--- src/rtl/grid_query_server.sv ---
// grid_query_server: arbitrated responder for grid-cell lookups.
// Two requesters (A = player updater, B = renderer) share one synchronous map
// memory. Each request is served in IDLE -> READ -> RESPOND order with a fixed
// latency. Out-of-map coordinates return OOB_CODE after the same latency.
module grid_query_server #(
  parameter int unsigned MAP_W        = 40,
  parameter int unsigned MAP_H        = 30,
  parameter int unsigned ADDR_W       = 11,
  parameter int unsigned READ_LATENCY = 2,
  parameter logic [2:0]  OOB_CODE     = 3'b111
) (
  input  logic              clock,
  input  logic              reset,
  input  logic              req_a,
  input  logic [5:0]        grid_x_a,
  input  logic [4:0]        grid_y_a,
  output logic              ack_a,
  output logic [2:0]        grid_out_a,
  input  logic              req_b,
  input  logic [5:0]        grid_x_b,
  input  logic [4:0]        grid_y_b,
  output logic              ack_b,
  output logic [2:0]        grid_out_b,
  output logic [ADDR_W-1:0] mem_addr,
  input  logic [2:0]        mem_data,
  output logic              busy
);

  localparam int unsigned CNT_W = (READ_LATENCY > 1) ? $clog2(READ_LATENCY) : 1;

  localparam logic [1:0] IDLE    = 2'd0;
  localparam logic [1:0] READ    = 2'd1;
  localparam logic [1:0] RESPOND = 2'd2;

  // owner / last_grant encoding: 0 = requester A, 1 = requester B
  logic [1:0]        state_q, state_d;
  logic [CNT_W-1:0]  cnt_q, cnt_d;
  logic              owner_q, owner_d;
  logic              oob_q, oob_d;
  logic              last_grant_q, last_grant_d;
  logic              ack_a_q, ack_a_d;
  logic              ack_b_q, ack_b_d;
  logic [2:0]        out_a_q, out_a_d;
  logic [2:0]        out_b_q, out_b_d;
  logic [ADDR_W-1:0] addr_q, addr_d;
  logic              busy_q, busy_d;

  logic              grant_b_c;
  logic [5:0]        sel_x_c;
  logic [4:0]        sel_y_c;
  logic              sel_oob_c;
  logic [ADDR_W-1:0] lin_addr_c;
  logic [2:0]        result_c;

  // Arbitration, coordinate select, bounds check and linear address
  always_comb begin
    grant_b_c  = req_b && (!req_a || !last_grant_q);
    sel_x_c    = grant_b_c ? grid_x_b : grid_x_a;
    sel_y_c    = grant_b_c ? grid_y_b : grid_y_a;
    sel_oob_c  = (32'(sel_x_c) >= MAP_W) || (32'(sel_y_c) >= MAP_H);
    lin_addr_c = ADDR_W'(sel_y_c) * ADDR_W'(MAP_W) + ADDR_W'(sel_x_c);
    result_c   = oob_q ? OOB_CODE : mem_data;
  end

  // Next-state and registered-output logic
  always_comb begin
    state_d      = state_q;
    cnt_d        = cnt_q;
    owner_d      = owner_q;
    oob_d        = oob_q;
    last_grant_d = last_grant_q;
    ack_a_d      = 1'b0;
    ack_b_d      = 1'b0;
    out_a_d      = out_a_q;
    out_b_d      = out_b_q;
    addr_d       = addr_q;

    case (state_q)
      IDLE: begin
        if (req_a || req_b) begin
          owner_d = grant_b_c;
          oob_d   = sel_oob_c;
          addr_d  = sel_oob_c ? '0 : lin_addr_c;
          cnt_d   = CNT_W'(READ_LATENCY - 1);
          state_d = READ;
        end
      end
      READ: begin
        if (cnt_q == '0) begin
          if (owner_q) begin
            ack_b_d = 1'b1;
            out_b_d = result_c;
          end else begin
            ack_a_d = 1'b1;
            out_a_d = result_c;
          end
          last_grant_d = owner_q;
          state_d      = RESPOND;
        end else begin
          cnt_d = cnt_q - CNT_W'(1);
        end
      end
      RESPOND: begin
        state_d = IDLE;
      end
      default: begin
        state_d = IDLE;
      end
    endcase

    busy_d = (state_d != IDLE);
  end

  // State and output registers; reset drops any in-flight request
  always_ff @(posedge clock or posedge reset) begin
    if (reset) begin
      state_q      <= IDLE;
      cnt_q        <= '0;
      owner_q      <= 1'b0;
      oob_q        <= 1'b0;
      last_grant_q <= 1'b1;
      ack_a_q      <= 1'b0;
      ack_b_q      <= 1'b0;
      out_a_q      <= '0;
      out_b_q      <= '0;
      addr_q       <= '0;
      busy_q       <= 1'b0;
    end else begin
      state_q      <= state_d;
      cnt_q        <= cnt_d;
      owner_q      <= owner_d;
      oob_q        <= oob_d;
      last_grant_q <= last_grant_d;
      ack_a_q      <= ack_a_d;
      ack_b_q      <= ack_b_d;
      out_a_q      <= out_a_d;
      out_b_q      <= out_b_d;
      addr_q       <= addr_d;
      busy_q       <= busy_d;
    end
  end

  assign ack_a      = ack_a_q;
  assign ack_b      = ack_b_q;
  assign grid_out_a = out_a_q;
  assign grid_out_b = out_b_q;
  assign mem_addr   = addr_q;
  assign busy       = busy_q;

endmodule
--- config.mk ---
export PLATFORM = sky130hd
export DESIGN_NAME = grid_query_server
export DESIGN_NICKNAME = d
export VERILOG_FILES = /design/src/rtl/grid_query_server.sv
export SDC_FILE = /design/constraint.sdc
export NUM_CORES = 1
export LEC_CHECK = 0
export ABC_CLOCK_PERIOD_IN_PS = 3400
export CAP_MARGIN = 0
export CELL_PAD_IN_SITES_DETAIL_PLACEMENT = 0
export CELL_PAD_IN_SITES_GLOBAL_PLACEMENT = 1
export CORE_UTILIZATION = 31
export CTS_BUF_LIST = sky130_fd_sc_hd__clkbuf_8
export DETAILED_ROUTE_END_ITERATION = 8
export GPL_ROUTABILITY_DRIVEN = 1
export PLACE_DENSITY_LB_ADDON = 0.1
export SYNTH_ARGS = -nofsm -noshare
export SYNTH_HDL_FRONTEND = slang
export SYNTH_SLANG_ARGS = --single-unit
--- constraint.sdc ---
create_clock -name clock -period 3.4 [get_ports clock]
set_clock_uncertainty 0.1 [all_clocks]
set_input_delay 0.34 -clock clock [delete_from_list [all_inputs] [get_ports clock]]
set_output_delay 0.34 -clock clock [all_outputs]
set_load 0.01 [all_outputs]
### After elaboration in Yosys (flattened, before gate mapping)

Cells that the tools add are included.

* register bits: 26
* logic and storage cells: 50

* mux-type cells: 16
* eq/ne operators: 2
* add/subtract/negate cells: 2
* multipliers: 1
* magnitude comparators: 2
* bitwise gates (word level): 2
* reduce and logical (&&, ||, !) cells: 14

Operators by type and width (number)
* 11-bit by 6-bit adder with 11-bit output: 1
* 11-bit two-way mux: 1
* 5-bit by 3-bit multiplier with 8-bit output (second input constant): 1
* 1-bit two-way mux: 8
* 6-bit greater-or-equal comparator (second input constant): 1
* 6-bit two-way mux: 1
* 2-bit AND reduction: 3
* 3-bit AND reduction: 2
* 5-bit greater-or-equal comparator (second input constant): 1
* 5-bit two-way mux: 1
* 2-bit two-way mux: 2
* 2-bit one-hot mux with 2 select lines: 1
* 2-bit nonzero test: 2
* 1-bit logical OR: 3
* 3-bit two-way mux: 1
* 2-bit by 1-bit equality test with 1-bit output (second input constant): 1
* 1-bit zero test: 2
* 2-bit zero test: 1
* 2-bit inequality test (second input constant): 1
* 1-bit inverter: 2
* 1-bit one-hot mux with 2 select lines: 1
* 1-bit logical AND: 1
* 1-bit subtractor (second input constant): 1

### Logic depth before layout (Yosys ltp)

Gate-level depths: netlist (run 1).

* depth in word-level cells: 7
* depth in mapped cells: 13

### Worst setup path before layout (run 1)

OpenSTA, ideal clock, no wires.

* path type: register -> register
* start: register last_grant_q
* end: register addr_q[10] (netlist: mem_addr[10])
* arrival time: 3.085 ns
* setup time: 0.074 ns
* setup slack: 0.141 ns
* data required time: 3.226 ns
* clock period less this slack: 3.259 ns
* stages on the path, launching flop included: 13
* path through: dfstp_2 -> a21boi_4 -> buf_2 -> mux2i_1 -> inv_1 -> ha_1 -> ha_1 -> inv_1 -> fa_1 -> xor2_1 -> or3b_2 -> o32a_1 -> o21ai_2

* word-level cells in the longest chain between the ends: 7

Ends and longest elaborated chain
* start, declared: RTL line 40 `logic last_grant_q, last_grant_d;`
* start signal, assigned: RTL line 133 `last_grant_q <= last_grant_d;`
* 1-bit zero test (*): RTL line 57 `grant_b_c = req_b && (!req_a || !last_grant_q);`
* 1-bit logical OR (*): RTL line 57
* 1-bit logical AND (*): RTL line 57
* 5-bit two-way mux / 6-bit two-way mux (equally long branches): RTL line 59, 58
* 5-bit by 3-bit multiplier with 8-bit output (tied with other cells): RTL line 61 `lin_addr_c = ADDR_W'(sel_y_c) * ADDR_W'(MAP_W) + ADDR_W'(sel_x_c);`
* 11-bit by 6-bit adder with 11-bit output / 1-bit logical OR (equally long branches): RTL line 61, 60
* 11-bit two-way mux (*): RTL line 83 `addr_d = sel_oob_c ? '0 : lin_addr_c;`
* end signal, assigned: RTL line 138 `addr_q <= addr_d;`
* end, declared: RTL line 45 `logic [ADDR_W-1:0] addr_q, addr_d;`

Every way passes the cells marked *; elsewhere a longest branch is shown, timed or not.
A chain may end at the register's enable or synchronous reset.

### Worst setup path after layout (run 1)

* start: input port req_b
* end: register addr_q[9] (netlist: mem_addr[9])

* word-level cells in the longest chain between the ends: 5

Ends and longest elaborated chain
* start, declared: RTL line 19 `input logic req_b,`
* 1-bit logical AND: RTL line 57
* 5-bit two-way mux / 6-bit two-way mux (equally long branches): RTL line 59, 58
* 5-bit by 3-bit multiplier with 8-bit output (tied with other cells): RTL line 61
* 11-bit by 6-bit adder with 11-bit output / 1-bit logical OR (equally long branches): RTL line 61, 60
* 11-bit two-way mux: RTL line 83

Several ways; a longest one is shown, not always the timed one.

==> flow_metrics.py, run 1 <==
metrics = {
    "finish": {
        "post_route_cells_drive_above_1_share_pct": 13.3,
        "finalNetCount": 250,
        "nFillCells": 421,
        "diodes": 0,
        "syn_to_final_growth_pct": 48.5,
        "design_area_um2": 2160,
    },
    "yosys": {
        "synthTopCellsByCount": "dfrtp_1 (25), nand2_1 (18), nor2_1 (16), o21ai_0 (16), inv_1 (12)",
        "synthTopCellsByArea": "dfrtp_1 (43%), ha_1 (6.9%), o21ai_0 (5.5%)",
        "syn-num-nets": 190,
        "syn_area_per_cell_um2": 9.61,
        "synth_most_common_cell": "dfrtp_1",
        "synth_warnings": 0,
        "synth_area_um2": 1450,
        "synth-async-reset-ratio_pct": 100,
        "synth_top_cell_area_share_pct": 43.1,
        "yosys.area.top_type": "dfrtp_1",
        "ys_ff_latch": 26,
        "synth_edf_count": 0,
        "syn_inst": 151,
        "ys_types": 29,
        "yosysSeqAreaShare_pct": 44.9,
        "ys.flop_type": "dfrtp_1",
    },
    "timing": {
        "setup_viol": 0,
        "slew_viol_final": 0,
        "worstMarginPinSlew_ns": 1.00,
        "hold_ws_ns": 0.350,
        "period_share_pct": 94.8,
        "hold_violations": 0,
        "fin_tns_setup_ns": 0,
        "min_period_ns": 3.22,
        "clock.fmax_mhz": 310,
        "slew_headroom_pct": 33.1,
        "rsz0062_at_grt": "false",
    },
    "placement": {
        "dpl_cell_area_um2": 2060,
        "hpwlAfterDp_mm": 2.62,
        "portBuffers": 48,
        "gp_congestion": 0.792,
    },
    "clock_network": {
        "cts_resized": 0,
        "ctsHoldBuffers": 0,
        "clock-root-buffer": "clkbuf_8",
        "clkTransAtPathRegs_ns": 0.09,
        "cts_buffers": 3,
        "cts_tree": "done",
        "post_cts_buffers": 0,
        "htree_levels": 1,
        "cts.sink_count": 26,
        "cts_max_path_buffers": 2,
        "clock_latency_ns": 0.26,
    },
    "power": {
        "vdd_ir_drop_max_mv": 0.221,
        "p_leak_uw": 0.000980,
        "finalPower_uw": 1450,
        "power_density_nw_per_um2": 673,
    },
    "route": {
        "ant_nets": 0,
        "drc": 0,
        "dr.pass1.iters": 4,
        "vias": 1226,
        "post_drt_wl_per_cell_um": 12.2,
        "dr.first_iter.drc_count": 31,
        "wl_mm": 3.21,
        "routed_via_density": 4.68,
    },
    "global_route": {
        "use_met2_pct": 23.6,
        "track_usage_pct": 13.9,
        "grt_pass1_vias": 1201,
        "grt_util_met1_pct": 17.7,
        "gr-total-overflow": 0,
        "grtUsageMet3_pct": 2.31,
        "antenna_found_initial": 0,
        "grt_max_degree": 27,
        "grt-busiest-layer": "met2",
        "grt_pass1_wl_mm": 5.42,
    },
    "critical_path": {
        "worstPathArrival_ns": 3.26,
        "endpoint_kind": "flip-flop",
        "start_kind": "input port",
        "reg2reg_slack_ns": 0.39,
        "worstSetupPathType": "in -> reg",
        "critPathMaxFanout": 4,
        "crit_required_ns": 3.44,
    },
    "job": {
        "max-cap-violations": 0,
    },
    "floorplan": {
        "chipWidth_um": 70.4,
        "die_area_um2": 4960,
        "coreArea_um2": 4410,
        "initial_core_util_pct": 32.9,
        "die_h_um": 70.4,
        "io_pins": 49,
        "row_count": 24,
    },
    "status": {
        "outcome": "finished clean",
    },
    "min_path": {
        "holdCritPathClass": "in -> reg",
    },
}
[cell usage in the layout, fill, tap and decap left out, types with 2 or more instances in the layout]
| master | synthesis | final |
|---|---|---|
| nand2_1 | 18 | 18 |
| buf_4 | 0 | 10 |
| ha_1 | 8 | 8 |
| clkdlybuf4s50_1 | 0 | 47 |
| o21ai_0 | 16 | 16 |
| nor3_1 | 3 | 3 |
| a21oi_1 | 10 | 10 |
| mux2i_1 | 6 | 5 |
| xor2_1 | 5 | 5 |
| dfrtp_1 | 25 | 25 |
| mux2i_2 | 1 | 2 |
| nand3_1 | 2 | 2 |
| xnor2_1 | 3 | 3 |
| inv_1 | 12 | 12 |
| nor2b_1 | 2 | 2 |
| nor2_1 | 16 | 15 |
| mux2_2 | 5 | 4 |
| clkbuf_8 | 0 | 3 |
| a21o_1 | 3 | 3 |
[power breakdown]
part	switching, uW	leakage, uW	internal (uW)
Sequential	75.4	0.000311	435
Combinational	324	0.000634	366
Clock	94.2	0.0000357	157
Total	493	0.000980	959
[worst max-delay path: stages]
cell,delay [ns]
clkdlybuf4s50_1,0.48
a21boi_4,0.29
buf_6,0.15
mux2_2,0.35
ha_1,0.19
ha_1,0.19
inv_1,0.07
fa_2,0.44
or3b_4,0.41
nor2_2,0.12
xor2_1,0.15
o21ai_0,0.09
[per-stage QoR]
step | instances | setup slack, ns | utilization, %
after floorplan | 151 | 0.141 | -
after global placement | 258 | -0.107 | 46.7
after detailed placement | 258 | -0.169 | 46.7
after CTS | 262 | 0.115 | 48.4
after global routing | 262 | 0.0301 | 48.8
final | 262 | 0.178 | 48.8
[flip-flops by register name, summed over array words and instances (netlist names)]
| name | count |
|---|---|
| mem_addr | 11 |
| grid_out_a | 3 |
| grid_out_b | 3 |
| state_q | 2 |
| ack_a | 1 |
| ack_b | 1 |
| busy | 1 |
| cnt_q | 1 |
| last_grant_q | 1 |
| oob_q | 1 |
| owner_q | 1 |
[cell families after synthesis]
kind of cell	Yosys count	synth area share, %
simple gates	46	13.8
compound gates	33	13.6
flops	26	44.9
buf+inv	16	4.22
mux	12	8.97
fa+ha+maj	10	9.66
xor+xnor	8	4.83
[layout make-up]
class,count,area [um^2],area share [%]
multi-input combinational,109,753,34.9
timing repair buffer,59,569,26.4
inverter,12,45.0,2.09
clock inverter,1,30.0,1.39
tap,52,65.1,3.02
clock buffer,3,41.3,1.92
sequential,26,652,30.2
[layer usage]
metal / vias to the layer above / part of all wire, %
li1: 625 / -
met1: 572 / 47
met2: 27 / 49
met4: 0 / 0.94
met3: 2 / 3.1
met5: - / 0
[path summary, 6_finish.rpt]
check	start	to	depth (start not counted)
max	req_b	mem_addr[9]	12
min	req_a	busy	3
max reg2reg	last_grant_q	mem_addr[9]	11
min reg2reg	mem_addr[2]	mem_addr[2]	2
max in group asynchronous	reset	mem_addr[0]	2
min in group asynchronous	reset	mem_addr[8]	2
Note: power is estimated with default switching activity, not from simulation.
==> inputs of run 2 (changes only) <==
==> config.mk (replaced) <==
export PLATFORM = sky130hd
export DESIGN_NAME = grid_query_server
export DESIGN_NICKNAME = d
export VERILOG_FILES = /design/src/rtl/grid_query_server.sv
export SDC_FILE = /design/constraint.sdc
export NUM_CORES = 1
export LEC_CHECK = 0
export ABC_CLOCK_PERIOD_IN_PS = 3400
export CAP_MARGIN = 0
export CELL_PAD_IN_SITES_DETAIL_PLACEMENT = 1
export CELL_PAD_IN_SITES_GLOBAL_PLACEMENT = 2
export CORE_UTILIZATION = 25
export CTS_BUF_LIST = sky130_fd_sc_hd__clkbuf_8
export DETAILED_ROUTE_END_ITERATION = 8
export GPL_ROUTABILITY_DRIVEN = 1
export PLACE_DENSITY = 0.78
export SKIP_LAST_GASP = 1
export SYNTH_ARGS = -nofsm -noshare
export SYNTH_HDL_FRONTEND = slang
export SYNTH_SLANG_ARGS = --single-unit
==> run 2 against run 1 <==
Against the previous run:
- fmax shrank 1.2%
- routed wire length increased by 11%
- first-iteration DRC count down 26%
- highest routed layer unchanged
- sequential cell count unchanged
- critical path type unchanged
- cell count is 7.3% higher
==> flow_metrics.py, run 2 (same netlist as run 1, synthesis figures left out) <==
metrics = {
    "critical_path": {
        "endpoint_kind": "flip-flop",
        "r2r-start": "last_grant_q",
        "reg2reg_slack_ns": 0.31,
        "timing.rr.end": "mem_addr[10]",
        "crit_required_ns": 3.50,
        "crit_end": "mem_addr[10]",
        "worstSetupPathType": "in -> reg",
        "start_kind": "input port",
        "critPathMaxFanout": 4,
        "crit_path_start": "req_a",
        "reg2regPathDepth": 10,
        "worstPathArrival_ns": 3.36,
    },
    "global_route": {
        "gr-total-overflow": 0,
        "grt_pass1_vias": 1332,
        "grt_pass1_wl_mm": 6.17,
        "track_usage_pct": 12.9,
        "grt_max_degree": 27,
        "antenna_found_initial": 0,
    },
    "timing": {
        "slew_headroom_pct": 33.8,
        "worstMarginPinSlew_ns": 0.992,
        "min_period_ns": 3.26,
        "hold_ws_ns": 0.316,
        "setup_viol": 0,
        "layout_setup_ws_ns": 0.140,
        "hold_violations": 0,
        "rsz0062_at_grt": "false",
        "period_share_pct": 95.9,
        "slew_viol_final": 0,
        "clock.fmax_mhz": 307,
    },
    "floorplan": {
        "initial_core_util_pct": 26.2,
        "io_pins": 49,
        "row_count": 27,
        "die_area_um2": 6110,
        "die_h_um": 78.2,
        "coreArea_um2": 5540,
        "chipWidth_um": 78.2,
    },
    "route": {
        "post_drt_wl_per_cell_um": 12.6,
        "wirelength_met1_mm": 1.56,
        "wl_met3_um": 102,
        "topRoutingLayerUsed": "met4",
        "dr.pass1.iters": 4,
        "wl_met2_mm": 1.83,
        "ant_nets": 0,
        "wl_mm": 3.55,
        "dr.first_iter.drc_count": 23,
        "drc": 0,
        "routed_via_density": 4.35,
        "vias": 1221,
    },
    "clock_network": {
        "cts_resized": 0,
        "cts.sink_count": 26,
        "cts_tree": "done",
        "clock_latency_ns": 0.27,
        "clock-root-buffer": "clkbuf_8",
        "clkTransAtPathRegs_ns": 0.09,
        "cts_buffers": 3,
        "htree_levels": 1,
        "cts_max_path_buffers": 2,
        "ctsHoldBuffers": 0,
        "post_cts_buffers": 0,
    },
    "power": {
        "power_density_nw_per_um2": 652,
        "vdd_ir_drop_max_mv": 0.202,
        "p_leak_uw": 0.000963,
        "finalPower_uw": 1410,
    },
    "job": {
        "max-cap-violations": 0,
    },
    "placement": {
        "gp_congestion": 0.751,
        "dpl_cell_area_um2": 2080,
        "hpwlAfterDp_mm": 2.94,
        "place_ws_ns": -0.210,
        "portBuffers": 48,
    },
    "finish": {
        "diodes": 0,
        "finalNetCount": 249,
        "syn_to_final_growth_pct": 49.1,
        "largest_reg_flops": 11,
        "mostFrequentLayoutCell": "clkdlybuf4s50_1",
        "design_area_um2": 2160,
        "post_route_cells_drive_above_1_share_pct": 13.4,
        "final_cell_mix": "clkdlybuf4s50_1 (47), dfrtp_1 (25), nand2_1 (18)",
    },
    "min_path": {
        "holdCritPathClass": "in -> reg",
    },
    "status": {
        "outcome": "finished clean",
    },
}
==> run 2: cell types whose count changed in the layout (fill, tap and decap cells not counted), sizes merged <==
cell and change:
clkbuf +1, buf -1, bufinv -1
==> run 2: worst min-delay path by stage <==
stage / startpoint / to / slack [ns] / cells after the start
floorplan: reset / ack_a / 0.28 / 1
global placement: mem_addr[3] / mem_addr[3] / 0.36 / 2
detailed placement: mem_addr[2] / mem_addr[2] / 0.37 / 2
CTS: mem_addr[2] / mem_addr[2] / 0.40 / 2
global route: req_b / busy / 0.36 / 3
finish: req_b / busy / 0.32 / 3
==> run 2: where the power goes <==
| part | internal (uW) | leakage (uW) | total (uW) | switching [uW] |
|---|---|---|---|---|
| Clock | 104 | 0.0000288 | 199 | 95.8 |
| Combinational | 364 | 0.000624 | 695 | 332 |
| Sequential | 435 | 0.000311 | 515 | 79.5 |
| Total | 903 | 0.000963 | 1410 | 507 |
==> run 2: stage by stage <==
step	instances	TNS, ns	utilization (%)
after floorplan	151	0	-
after global placement	277	-0.274	37.6
after detailed placement	277	-0.379	37.6
after CTS	281	0	38.6
after global routing	281	0	39.0
final	281	0	39.0
==> run 2: critical path, stage by stage <==
cell and delay, ns:
clkdlybuf4s50_1 0.47, a21boi_4 0.24, buf_6 0.16, mux2_2 0.35, ha_1 0.18, ha_1 0.19
inv_1 0.07, fa_2 0.43, or3b_2 0.50, o32a_1 0.32, o21ai_2 0.11
==> run 2: layout make-up <==
cell class              count  area (um^2)
clock buffers               4         55.1
fillers                   645         3380
inverters                  12         45.0
multi-input cells         109          759
flip-flops and latches     26          652
well taps                  72         90.1
repair buffers             58          562
==> run 2: routing by layer <==
metal  vias up  global-route usage [%]
met3         4                   0.930
met4         0                    6.67
met2        26                    24.0
met1       569                    14.6
met5         -                       0
li1        622                       -
